**src/rtl/cpu_pkg.sv**
```systemverilog
// Shared CPU constants and the instruction-loader state encoding, used by the
// loader, program_counter and instruction_memory.
package cpu_pkg;

  localparam int ADDR_W = 8;
  localparam int INST_W = 32;
  localparam int BYTES_PER_WORD = INST_W / 8;

  typedef enum logic [1:0] {
    ST_IDLE  = 2'd0,
    ST_LOAD  = 2'd1,
    ST_WRITE = 2'd2,
    ST_DONE  = 2'd3
  } loader_state_e;

endpackage

```
**src/rtl/instruction_loader_word_packer.sv**
```systemverilog
// Assembles a little-endian byte stream into instruction words and tracks the
// byte position within the current word.
module word_packer #(
  parameter int INST_W = cpu_pkg::INST_W
) (
  input  logic              clk,
  input  logic              rst,
  input  logic              clear,
  input  logic              shift,
  input  logic [7:0]        in_data,
  output logic              last_byte,
  output logic [INST_W-1:0] word_next
);

  localparam int CNT_W = $clog2(INST_W / 8);

  // Only the upper bytes are kept: the lowest byte of the held value is
  // always shifted out by the next transfer, so it never needs storage.
  logic [INST_W-9:0] word_q;
  logic [CNT_W-1:0]  byte_cnt;

  assign word_next = {in_data, word_q};
  assign last_byte = (byte_cnt == CNT_W'((INST_W / 8) - 1));

  always_ff @(posedge clk or negedge rst) begin
    if (!rst) begin
      word_q   <= '0;
      byte_cnt <= '0;
    end else if (clear) begin
      word_q   <= '0;
      byte_cnt <= '0;
    end else if (shift) begin
      word_q   <= word_next[INST_W-1:8];
      byte_cnt <= byte_cnt + CNT_W'(1);
    end
  end

endmodule

```
**src/rtl/instruction_loader.sv**
```systemverilog
// Boot-time loader: streams bytes into instruction memory word by word while
// holding the CPU in reset, then pulses done and releases the CPU.
module instruction_loader #(
  parameter int ADDR_W = cpu_pkg::ADDR_W,
  parameter int INST_W = cpu_pkg::INST_W
) (
  input  logic                  clk,
  input  logic                  rst,
  input  logic                  start,
  input  logic [ADDR_W-1:0]     len,
  input  logic                  abort,
  input  logic [7:0]            in_data,
  input  logic                  in_valid,
  output logic                  in_ready,
  output logic                  we,
  output logic [ADDR_W-1:0]     waddr,
  output logic [INST_W-1:0]     wdata,
  output logic                  cpu_hold,
  output logic                  busy,
  output logic                  done,
  output cpu_pkg::loader_state_e state
);

  import cpu_pkg::*;

  // Byte handshake: a byte moves on a rising edge where in_valid and
  // in_ready are both high; in_ready is only offered in LOAD without abort,
  // and in_valid may drop for any number of cycles without losing position.

  loader_state_e     state_q, state_d;
  logic [ADDR_W-1:0] len_q;
  logic [ADDR_W-1:0] word_cnt;
  logic              accept;
  logic              xfer;
  logic              cancel;
  logic              last_word;
  logic              last_byte;
  logic [INST_W-1:0] word_next;

  assign accept    = (state_q == ST_IDLE) && start;
  assign cancel    = abort && ((state_q == ST_LOAD) || (state_q == ST_WRITE));
  assign xfer      = in_ready && in_valid;
  // len of zero wraps to 255 here, giving a full 256-word load.
  assign last_word = (word_cnt == ADDR_W'(len_q - 1'b1));

  word_packer #(
    .INST_W(INST_W)
  ) u_packer (
    .clk      (clk),
    .rst      (rst),
    .clear    (accept || cancel),
    .shift    (xfer),
    .in_data  (in_data),
    .last_byte(last_byte),
    .word_next(word_next)
  );

  always_comb begin
    state_d  = state_q;
    in_ready = 1'b0;
    we       = 1'b0;
    done     = 1'b0;
    unique case (state_q)
      ST_IDLE: begin
        if (start) state_d = ST_LOAD;
      end
      ST_LOAD: begin
        in_ready = !abort;
        if (abort)                  state_d = ST_IDLE;
        else if (in_valid && last_byte) state_d = ST_WRITE;
      end
      ST_WRITE: begin
        we = !abort;
        if (abort)          state_d = ST_IDLE;
        else if (last_word) state_d = ST_DONE;
        else                state_d = ST_LOAD;
      end
      ST_DONE: begin
        done    = 1'b1;
        state_d = ST_IDLE;
      end
      default: state_d = ST_IDLE;
    endcase
  end

  assign busy     = (state_q != ST_IDLE);
  assign cpu_hold = busy;
  assign state    = state_q;

  always_ff @(posedge clk or negedge rst) begin
    if (!rst) begin
      state_q  <= ST_IDLE;
      len_q    <= '0;
      word_cnt <= '0;
      waddr    <= '0;
      wdata    <= '0;
    end else begin
      state_q <= state_d;
      if (accept) begin
        len_q    <= len;
        word_cnt <= '0;
      end
      // Address and data are captured on entry to WRITE and then held.
      if (xfer && last_byte) begin
        waddr <= word_cnt;
        wdata <= word_next;
      end
      if ((state_q == ST_WRITE) && !abort && !last_word) begin
        word_cnt <= word_cnt + 1'b1;
      end
    end
  end

endmodule

```
**config.mk**
```make
export PLATFORM = sky130hd
export DESIGN_NAME = instruction_loader
export DESIGN_NICKNAME = d
export VERILOG_FILES = /design/src/rtl/cpu_pkg.sv /design/src/rtl/instruction_loader_word_packer.sv /design/src/rtl/instruction_loader.sv
export SDC_FILE = /design/constraint.sdc
export NUM_CORES = 1
export LEC_CHECK = 0
export CAP_MARGIN = 30
export CORE_UTILIZATION = 55
export DETAILED_ROUTE_END_ITERATION = 7
export PLACE_DENSITY = 0.84
export SLEW_MARGIN = 20
export SYNTH_ARGS = -nofsm -noshare
export SYNTH_HDL_FRONTEND = slang
export SYNTH_SLANG_ARGS = --single-unit
export TNS_END_PERCENT = 1
```
**constraint.sdc**
```tcl
create_clock -name clk -period 5 [get_ports clk]
set_input_delay 1.5 -clock clk [delete_from_list [all_inputs] [get_ports clk]]
set_output_delay 1.5 -clock clk [all_outputs]
set_load 0.005 [all_outputs]
```
* Word level (Yosys, flattened, before mapping)
Cells that the tools add are included.
Word-level totals: input bits 21, output and inout bits 47, flip-flop bits (word level) 84, logic and storage cells 48
Cells by class: add/subtract/negate cells 3, mux-type cells 15, equal/unequal tests 7, reductions and logical operators 16
Operators with widths (count):
- 24-bit 2-to-1 mux | 2
- 8-bit 2-to-1 mux | 2
- 2-bit 2-to-1 mux | 7
- 8-bit by 1-bit adder with 8-bit output, second input constant | 1
- 8-bit == test | 1
- 2-bit one-hot mux with 4 select lines | 1
- 8-bit by 1-bit subtractor with 8-bit output, second input constant | 1
- 1-bit logical AND | 7
- 2-bit == test, second input constant | 3
- 2-bit nonzero test | 3
- 1-bit 2-to-1 mux | 3
- 3-bit by 2-bit inequality test with 1-bit output, second input constant | 1
- 2-bit by 1-bit adder with 2-bit output, second input constant | 1
- 2-bit by 1-bit == test with 1-bit output, second input constant | 1
- 1-bit zero test | 2
- 2-bit zero test | 1
- 1-bit logical OR | 2
- 2-bit inequality test, second input constant | 1
- 2-bit AND reduction | 1

* Depth between registers and ports, before layout
Gate-level depths: netlist (run 1).
word-level depth 5, gate-level depth with buffers 8, depth with buffers taken out 8

* Hierarchy
Synthesis (run 1) repeated with hierarchy kept, for this count alone.
Unflattened totals: cell total of the unflattened synthesis 301, area, all modules 3824.9 um^2
By module, submodules not included:
- instruction_loader | instances 1, cells an instance 208, sequential area each 1451.4 um^2, area each 2677.6 um^2
- word_packer | instances 1, cells an instance 93, sequential area each 650.6 um^2, area each 1147.4 um^2

* Worst setup path after synthesis (run 1)
Ideal clock, no wire load.
path type input to output, from input abort, to output we, setup slack 1469 ps, cell stages on the path 3, arrival 2031 ps, path buffers 1, required time 3500 ps, cells stage by stage nand2b_1 inv_1 clkbuf_1
Between the ends: longest elaborated chain between the ends 2
RTL lines:
- start: declaration | line instruction_loader.sv:11 | input logic abort,
- 1-bit zero test | line instruction_loader.sv:73 | we = !abort;
- 1-bit 2-to-1 mux | line instruction_loader.sv:63 | unique case (state_q)
- end: declaration | line instruction_loader.sv:15 | output logic we,
Every way passes these cells.

* Worst setup path after layout (run 1)
Ends and elaborated chain as after synthesis.

==> metrics.md, run 1 <==
| Metric | Value |
|---|---|
| DR vias | 2,555 |
| Register area share after synthesis | 57.57% |
| Area growth syn-to-layout | 27.79% |
| Dpl hpwl | 5094 um |
| Vias per inst | 5.928 |
| WHS | 0.4801 ns |
| Setup TNS | 0 ns |
| Initial antenna violation count | 0 |
| Worst-path cell chain | clkdlybuf4s50_1 -> nand2b_1 -> inv_1 -> clkdlybuf4s50_1 |
| Critical path startpoint | abort |
| End of the worst hold path | waddr[5]$_DFFE_PN0P_ |
| Max Clock Freq | 231.7 MHz |
| Post-cts resize count | 0 |
| Worst-path clk slew | 0.08 ns |
| Gate Count Post-Synth | 280 |
| Nets | 378 |
| Slowest stage delay, CP | 0.50 ns |
| RSZ-0062 raised after global routing | no |
| Worst min-delay path startpoint | waddr[5]$_DFFE_PN0P_ |
| Global-route wire length before repair | 12,790 um |
| Clock tree sinks | 84 |
| Layout cells sized above 1 | 21.75% |
| H-tree depth | 3 |
| Worst setup EP type | output port |
| Crit-path max FO | 4 |
| Syn_nets | 309 |
| Final ANT Viol Nets | 0 |
| Cell Rows | 29 |
| Worst reg2reg setup slack | 2.28 ns |
| Non-filler cells, final | 431 |
| # DRC | 0 |
| Ys async rst share | 100.0% |
| Setup-failing EPs final | 0 |
| Routed wire length | 7690 um |
| 1st-iter DRT viols | 181 |
| Die Span Y | 83.48 um |
| Worst skew pair latency | 0.36 ns |
| Pwr Density | 414.6 mW/mm^2 |
| Syn_area_per_cell | 13.04 um^2 |
| Reg2reg path depth | 8 |
| Final Slew Violations | 0 |
| Reg2reg start | len_q[0]$_DFFE_PN0P_ |
| CP Class | in2out |
| Remaining Overflow, GRT | 0 |
| Die width | 83.48 um |
| Routability cong. | 0.8281 |
| HP Class | reg2reg |
| Slew HR | 47.15% |
| Status | finished, final reports clean |
| Synthesized area | 0.003651 mm^2 |
| Max-capacitance violation count | 0 |
| Top-count cell post-synth | dfrtp_1 |
| Main synth FF type | dfrtp_1 |
| PortBufs | 67 |
| Worst EP arrival | 2.82 ns |
| Vias in the first global route | 2,515 |
| Delay-heaviest family, CP | buffers and inverters |
| Ant diodes | 0 |
| Pleak | 2.152 nW |
| Placed insts | 414 |
| VDD IR-drop max | 0.2678 mV |
| Routed length per placed instance | 17.84 um |
| Clk_skew | 0.01135 ns |
| Starting Density | 57.17% |
| Clock Tree Root | clkbuf_8 |
| Crit path top cell by count | clkdlybuf4s50_1 |
| Period minus WS final | 4.316 ns |
| CTS Buffer Depth | 2 |
| 1st-pass router iterations | 4 |
| Cell variety after synth | 46 |
| Slowest CP cell | clkdlybuf4s50_1 |
| Final hold vios | 0 |
| Die area | 0.006968 mm^2 |
| Hold_buf cts | 0 |
| CTS tree | done |
| Critical Path RT | 3.50 ns |
| Synth top area share | 57.57% |
| Post-synth top cells | dfrtp_1, mux2_2, a22o_1 |
| Gr usage total | 23.75% |
| Synth area leaders | dfrtp_1, mux2_2, a22o_1 |
| Measured slew at the worst slew-check pin | 0.7918 ns |
| Largest net degree at the start of global routing | 48 |
| Syn. warnings | 0 |
| Num CTS Buffers | 9 |
| Post-synth EDFFs | 0 |
| Reg2Reg Capture Point | word_cnt[2]$_DFFE_PN0P_ |
| Hold Path Stages | 2 |
| Final period util | 86.32% |
| #FFs+latches synth | 84 |
| Total power | 1.935 mW |
| Postcts setup bufs | 0 |
| I/O Pins | 68 |
| Leading area contributor after synthesis | dfrtp_1 |
| WP buf/inv | 3 |
| Worst setup SP type | input pin |
| Core Area | 0.006386 mm^2 |
## per-layer routing
| metal | up-vias | GRT usage (%) | share of wire, % |
|---|---|---|---|
| li1 | 1173 | - | - |
| met1 | 1287 | 33.13 | 45 |
| met2 | 77 | 36.36 | 47 |
| met3 | 18 | 4.649 | 4.8 |
| met4 | 0 | 10.94 | 2.7 |
| met5 | - | 0 | 0 |
## cell type report
| type | instances | area [um^2] |
|---|---|---|
| clock inverter | 7 | 96.34 |
| multi-input combinational | 169 | 1465 |
| fill | 436 | 1720 |
| sequential | 84 | 2102 |
| timing repair buffer | 74 | 740.7 |
| inverter | 11 | 41.29 |
| clock buffer | 9 | 123.9 |
| tap | 77 | 96.34 |
## cells by family after synthesis
kind of cell,after synthesis,synth area share (%)
and+or+nand+nor,49,7.300
muxes,46,14.08
buffers and inverters,27,2.913
AOI/OAI and AO/OA,59,13.71
DFF,84,57.57
adders and majority gates,8,2.742
xor gates and xnor gates,7,1.679
## layout by cell type (no fill, tap or decap), drive strengths merged, types with 2 or more instances in the layout
cell and n:
nand3 9, xnor2 3, nand2 16, nor3 3, clkbuf 9, a311oi 5
nor2b 3, inv 13, mux2i 3, o31ai 2, o211ai 2, o21ai 10
bufinv 2, dfrtp 84, ha 8, nor2 4, mux2 43, and3 2
xor2 4, or4 3, or3b 2, a21oi 4, clkinv 3, buf 8
clkdlybuf4s50 66, a22o 25
## sequential cells by signal, summed over array words and instances, names as in the netlist
signal / flops
wdata: 32
state: 2
word_cnt: 8
len_q: 8
waddr: 8
u_packer.word_q: 24
u_packer.byte_cnt: 2
## report_power, final
group | switching [mW] | internal, mW | total (mW)
logic | 0.268 | 0.254 | 0.522
clock network | 0.257 | 0.285 | 0.542
registers | 0.102 | 0.768 | 0.871
total | 0.628 | 1.31 | 1.93
## per-stage QoR
step	setup slack, ns	util (%)	cell area [um^2]
2_1_floorplan	1.469	-	3651
3_3_place_gp	0.7051	69.06	4410
3_5_place_dp	0.6691	69.38	4431
4_1_cts	0.6728	72.83	4651
5_1_grt	0.6103	73.06	4666
6_report	0.6842	73.06	4666
## tightest hold or removal path, stage by stage (launching register included)
cell and delay [ns]:
dfrtp_1 0.35, nand2_1 0.04, o21ai_0 0.06
## worst max-delay path by stage
stage / depth (start not counted) / slack [ns] / to
floorplan: 3 / 1.47 / we
CTS: 4 / 0.67 / we
global route: 4 / 0.61 / we
detailed placement: 4 / 0.67 / we
global placement: 4 / 0.71 / we
finish: 4 / 0.68 / we
Power figures use the tool's default switching activity.
==> run 2, diff against run 1 <==
--- a/config.mk
+++ b/config.mk
@@ -6,6 +6,7 @@
 export NUM_CORES = 1
 export LEC_CHECK = 0
 export CAP_MARGIN = 30
+export CORE_MARGIN = 4
 export CORE_UTILIZATION = 55
 export DETAILED_ROUTE_END_ITERATION = 7
 export PLACE_DENSITY = 0.84
==> run 2 against run 1 <==
  * Setup slack gained 0.043 ns
  * Clock-buffer cell count is 1 higher
  * Wire length down 4.4%
  * Register-to-register slack hardly changed
  * Die area increased by 15%
  * Core utilization shrank 0.35 points
  * Via count decreased by 3.0%
  * Power is 0.82% lower
  * Design area decreased by 0.48%
  * Sequential power about the same
==> metrics.md, run 2 (synthesized netlist as in run 1, its figures left out) <==
| Metric | Value |
|---|---|
| Core Util, Final | 72.71% (-0.35 points) |
| Design Area, Final | 0.004643 mm^2 (-0.48%) |
| Post-cts resize count | 0 (unchanged) |
| 1st-pass router iterations | 4 (unchanged) |
| Psw | 616.1 uW (-1.8%) |
| HP Class | reg2reg |
| Gr usage total | 19.89% (-3.9 points) |
| Gate power share | 26.6% (-0.4 points) |
| Remaining Overflow, GRT | 0 (unchanged) |
| Internal | 1.302 mW (-0.34%) |
| Nets | 376 (-0.53%) |
| Worst-path cell chain | clkdlybuf4s50_1 -> nand2b_1 -> inv_1 -> clkdlybuf4s50_1 |
| CTS Buffer Depth | 2 (unchanged) |
| Crit-path max FO | 4 (unchanged) |
| Die width | 89.48 um (+7.2%) |
| VDD IR-drop max | 0.2795 mV (+4.4%) |
| Commonest non-fill, non-tap cells in the layout | dfrtp_1, clkdlybuf4s50_1, mux2_2 |
| Critical path startpoint | abort |
| Final worst-path setup slack | 0.7270 ns (+0.04280 ns) |
| Worst min-delay path startpoint | waddr[5]$_DFFE_PN0P_ |
| Top Registers | wdata: 32 flops, u_packer.word_q: 24 flops |
| H-tree depth | 3 (unchanged) |
| Initial antenna violation count | 0 (unchanged) |
| Measured slew at the worst slew-check pin | 0.9770 ns (+0.1853 ns) |
| Period minus WS final | 4.273 ns (-0.04280 ns) |
| Clock Tree Root | clkbuf_8 |
| Hold_buf cts | 0 (unchanged) |
| PortBufs | 67 (unchanged) |
| Worst skew pair latency | 0.36 ns (about the same) |
| Die area | 0.008006 mm^2 (+15%) |
| Grt met2 use | 29.74% (-6.6 points) |
| Worst EP arrival | 2.77 ns (-0.05 ns) |
| Worst setup SP type | input pin |
| Final period util | 85.46% (-0.86 points) |
| Critical Path RT | 3.50 ns (about the same) |
| Max Clock Freq | 234.0 MHz (+1.0%) |
| CTS tree | done |
| Slew HR | 34.86% (-12 points) |
| Clock share of power | 28.2% (+0.2 points) |
| Non-filler cells, final | 429 (-0.46%) |
| Final ANT Viol Nets | 0 (unchanged) |
| Clock tree sinks | 84 (unchanged) |
| Placed insts | 413 (-0.24%) |
| Switching part of the total power | 32.11% (-0.33 points) |
| Setup TNS | 0 ns (unchanged) |
| Final hold vios | 0 (unchanged) |
| Postcts setup bufs | 0 (unchanged) |
| Clk_skew | 0.01063 ns (-0.0007205 ns) |
| Routed wire length | 7350 um (-4.4%) |
| Area growth syn-to-layout | 27.18% |
| Slowest CP cell | clkdlybuf4s50_1 |
| CP Class | in2out |
| Vias in the first global route | 2,416 (-3.9%) |
| # DRC | 0 (unchanged) |
| Vias per inst | 5.776 (-2.6%) |
| Routability cong. | 0.9049 (+9.3%) |
| Routed length per placed instance | 17.13 um (-4.0%) |
| Status | finished, final reports clean |
| Core Area | 0.006386 mm^2 (unchanged) |
| Max-capacitance violation count | 0 (unchanged) |
| Slowest stage delay, CP | 0.50 ns (about the same) |
| Worst-path clk slew | 0.08 ns (about the same) |
| WHS | 0.5070 ns (+0.02681 ns) |
| Reg2reg start | len_q[0]$_DFFE_PN0P_ |
| Top Usage Layer GRT | met2 |
| Dpl hpwl | 5116 um (+0.43%) |
| Setup-failing EPs final | 0 (unchanged) |
| Pleak | 2.136 nW (-0.74%) |
| 1st-iter DRT viols | 150 (-17%) |
| Met1 usage | 27.12% (-6.0 points) |
| Largest reg by FF count | wdata |
| Met3 Resource Use GR | 4.147% (-0.50 points) |
| Cell Rows | 29 (unchanged) |
| Global-route wire length before repair | 11,930 um (-6.7%) |
| Largest net degree at the start of global routing | 60 (+25%) |
| I/O Pins | 68 (unchanged) |
| Die Span Y | 89.48 um (+7.2%) |
| Max reg flops | 32 (unchanged) |
| Worst setup EP type | output port |
| Pwr Density | 413.2 mW/mm^2 (-0.34%) |
| Ant diodes | 0 (unchanged) |
| Crit path top cell by count | clkdlybuf4s50_1 |
| Final Slew Violations | 0 (unchanged) |
| DR vias | 2,478 (-3.0%) |
| Starting Density | 57.17% (unchanged) |
| Total power | 1.919 mW (-0.82%) |
| Commonest non-fill, non-tap cell in the layout | dfrtp_1 |
| Sequential power share | 45.3% (+0.3 points) |
| Num CTS Buffers | 9 (unchanged) |
| Layout cells sized above 1 | 21.02% (-0.73 points) |
| Placed cell areas | 0.004419 mm^2 (-0.25%) |
| Post-placement setup slack | 0.7306 ns (+0.06147 ns) |
| RSZ-0062 raised after global routing | no |
[run 2: worst paths after layout]
| check | cells past startpoint | slack [ns] | endpoint |
|---|---|---|---|
| setup reg to reg | 8 | 2.28 | word_cnt[5]$_DFFE_PN0P_ |
| setup / recovery | 4 | 0.73 | we |
| max in group asynchronous | 2 | 3.36 | waddr[7]$_DFFE_PN0P_ |
| min in group asynchronous | 1 | 1.05 | wdata[29]$_DFFE_PN0P_ |
| hold / removal | 2 | 0.51 | waddr[5]$_DFFE_PN0P_ |
| hold reg to reg | 2 | 0.51 | waddr[5]$_DFFE_PN0P_ |
[run 2: power groups by stage]
| stage | registers, mW | clock network (mW) | logic, mW |
|---|---|---|---|
| floorplan | 0.846 | 0 | 0.350 |
| global placement | 0.874 | 0 | 0.488 |
| detailed placement | 0.880 | 0 | 0.508 |
| CTS | 0.867 | 0.552 | 0.512 |
| global route | 0.883 | 0.579 | 0.564 |
| finish | 0.869 | 0.540 | 0.510 |
[run 2: per-layer routing]
layer	wire length [um]	share of wire, %
met5	0	0
met2	3369	46
met1	3399	46
met4	213	2.9
met3	368	5.0
[run 2: worst max-delay path, delay by kind of cell]
family	cells	cell delay (ns)
AND/OR/NAND/NOR	1	0.21
buffers and inverters	3	1.05
[run 2: final cells by class]
type / count / area (um^2)
repair buffers: 72 / 725.7
clock buffers: 10 / 127.6
clock inverters: 6 / 96.34
inverters: 11 / 41.29
well taps: 77 / 96.34
fillers: 426 / 1743
multi-input cells: 169 / 1454
flip-flops and latches: 84 / 2102
==> run 3, diff against run 2 <==
--- a/config.mk
+++ b/config.mk
@@ -8,7 +8,9 @@
 export CAP_MARGIN = 30
 export CORE_MARGIN = 4
 export CORE_UTILIZATION = 55
+export CTS_BUF_LIST = sky130_fd_sc_hd__clkbuf_8
 export DETAILED_ROUTE_END_ITERATION = 7
+export GPL_TIMING_DRIVEN = 0
 export PLACE_DENSITY = 0.84
 export SLEW_MARGIN = 20
 export SYNTH_ARGS = -nofsm -noshare
==> run 3 against run 2 <==
  * Die area did not move
  * Sequential share of layout area rose by 0.086 points
  * Worst hold slack got worse by 0.0087 ns
  * Final cell count rose by 2.8%
  * Global-route usage rose by 0.31 points
  * Wire length rose by 1.4%
  * Clock-buffer cell count fell by 1
  * Via count rose by 1.6%
  * Core utilization fell by 0.14 points
  * Combinational power rose by 2%
  * First-iteration DRC count did not move
  * Critical endpoint unchanged
  * Largest cell class unchanged
  * Largest power group unchanged
  * Highest routed layer unchanged
==> metrics.md, run 3 (synthesized netlist as in run 1, its figures left out) <==
| Metric | Value |
|---|---|
| Final period util | 96.55% (+11 points) |
| 1st-pass router iterations | 4 (unchanged) |
| Nets | 388 (+3.2%) |
| Clock Tree Root | clkbuf_8 |
| Final hold vios | 0 (unchanged) |
| Worst setup EP type | output port |
| Period minus WS final | 4.827 ns (+0.5544 ns) |
| Global-route wire length before repair | 12,250 um (+2.7%) |
| Hold_buf cts | 0 (unchanged) |
| Area growth syn-to-layout | 26.94% |
| Max reg flops | 32 (unchanged) |
| VDD IR-drop max | 0.2975 mV (+6.4%) |
| Slowest stage delay, CP | 0.60 ns (+0.10 ns) |
| Worst-path clk slew | 0.08 ns (about the same) |
| Die area | 0.008006 mm^2 (unchanged) |
| Area of the multi-input gates | 0.001443 mm^2 (-0.77%) |
| H-tree depth | 3 (unchanged) |
| Crit-path max FO | 10 (+6) |
| CP Class | in2out |
| Core Area | 0.006386 mm^2 (unchanged) |
| Filler cell count | 426 (unchanged) |
| Setup-failing EPs final | 0 (unchanged) |
| Slowest CP cell | clkdlybuf4s50_1 |
| Worst-path cell chain | clkdlybuf4s50_1 -> nand2b_1 -> inv_1 -> clkbuf_1 -> clkdlybuf4s50_1 |
| Top Registers | wdata: 32 flops, u_packer.word_q: 24 flops |
| Remaining Overflow, GRT | 0 (unchanged) |
| Worst skew pair latency | 0.34 ns (-0.02 ns) |
| Cell Rows | 29 (unchanged) |
| Ant diodes | 0 (unchanged) |
| Num CTS Buffers | 9 (unchanged) |
| CTS tree | done |
| Routed wire length | 7453 um (+1.4%) |
| Status | finished, final reports clean |
| # DRC | 0 (unchanged) |
| CTS Buffer Depth | 2 (unchanged) |
| Max-capacitance violation count | 0 (unchanged) |
| Final ANT Viol Nets | 0 (unchanged) |
| Clock tree sinks | 84 (unchanged) |
| Commonest non-fill, non-tap cells in the layout | dfrtp_1, clkdlybuf4s50_1, mux2_2 |
| Critical Path RT | 3.50 ns (about the same) |
| Worst setup SP type | input pin |
| Commonest non-fill, non-tap cell in the layout | dfrtp_1 |
| PortBufs | 67 (unchanged) |
| I/O Pins | 68 (unchanged) |
| Routed length per placed instance | 16.90 um (-1.4%) |
| Post-cts resize count | 0 (unchanged) |
| Worst EP arrival | 3.33 ns (+0.56 ns) |
| RSZ-0062 raised after global routing | no |
| DR vias | 2,518 (+1.6%) |
| 1st-iter DRT viols | 150 (unchanged) |
| Clk_skew | 0.008687 ns (-0.001942 ns) |
| Die Span Y | 89.48 um (unchanged) |
| Dpl hpwl | 5425 um (+6.0%) |
| Vias in the first global route | 2,543 (+5.3%) |
| FF+latch area | 0.002102 mm^2 (unchanged) |
| Total power | 1.850 mW (-3.6%) |
| Final Slew Violations | 0 (unchanged) |
| Non-filler cells, final | 441 (+2.8%) |
| Placed insts | 425 (+2.9%) |
| Pwr Density | 399.2 mW/mm^2 (-3.4%) |
| Max Clock Freq | 207.2 MHz (-11%) |
| Pleak | 2.134 nW (-0.12%) |
| Initial antenna violation count | 0 (unchanged) |
| Gr usage total | 20.20% (+0.31 points) |
| Placed cell areas | 0.004443 mm^2 (+0.54%) |
| Largest net degree at the start of global routing | 55 (-8.3%) |
| Slew HR | 24.63% (-10 points) |
| Layout cells sized above 1 | 18.96% (-2.1 points) |
| Crit path top cell by count | clkdlybuf4s50_1 |
| Largest reg by FF count | wdata |
| Postcts setup bufs | 0 (unchanged) |
| HP Class | reg2reg |
| Die width | 89.48 um (unchanged) |
| Design Area, Final | 0.004634 mm^2 (-0.19%) |
| Starting Density | 57.17% (unchanged) |
| Routability cong. | 0.8615 (-4.8%) |
| Measured slew at the worst slew-check pin | 1.131 ns (+0.1535 ns) |
| Vias per inst | 5.710 (-1.2%) |
==> run 3: critical path, delay by kind of cell <==
family	cells	cell delay, ns
AND/OR/NAND/NOR	1	0.26
buffers and inverters	4	1.57
==> run 3: path summary, 6_finish.rpt <==
check / from / end / slack [ns] / cells after the start
worst max-delay path: abort / we / 0.17 / 5
worst min register to register: waddr[7]$_DFFE_PN0P_ / waddr[7]$_DFFE_PN0P_ / 0.50 / 2
worst min-delay path: waddr[7]$_DFFE_PN0P_ / waddr[7]$_DFFE_PN0P_ / 0.50 / 2
min in group asynchronous: rst / wdata[18]$_DFFE_PN0P_ / 1.09 / 1
worst max register to register: state[0]$_DFFE_PN0P_ / u_packer.word_q[17]$_DFFE_PN0P_ / 1.75 / 7
max in group asynchronous: rst / len_q[7]$_DFFE_PN0P_ / 3.32 / 2
==> run 3: layout make-up <==
| class | instances | area share (%) |
|---|---|---|
| buffer | 16 | 1.404 |
| clock buffer | 9 | 2.673 |
| clock inverter | 7 | 1.458 |
| multi-input combinational | 169 | 31.13 |
| timing repair buffer | 68 | 15.01 |
| tap | 77 | 2.079 |
| inverter | 11 | 0.8909 |
| sequential | 84 | 45.36 |
==> run 3: metal layers <==
layer | wire length, um | vias to the layer above | GRT usage, %
met5 | 0 | - | 0
met4 | 75 | 0 | 7.713
met3 | 303 | 7 | 3.041
met2 | 3619 | 65 | 30.74
met1 | 3454 | 1260 | 29.46
li1 | - | 1186 | -
==> run 3: power by group <==
group          switching, mW  internal (mW)
Combinational          0.274          0.249
Clock                  0.239          0.229
Sequential            0.0911          0.768
==> run 3: metrics by stage <==
step	hold slack, ns	setup TNS, ns	util, %	worst slack (ns)
floorplan	0.4691	0	-	1.469
detailed placement	0.4861	0	69.57	0.2295
global placement	0.4787	-35.98	69.18	-0.4330
finish	0.4982	0	72.57	0.1726
global route	0.5211	0	72.57	0.09577
CTS	0.5035	0	72.57	0.2071
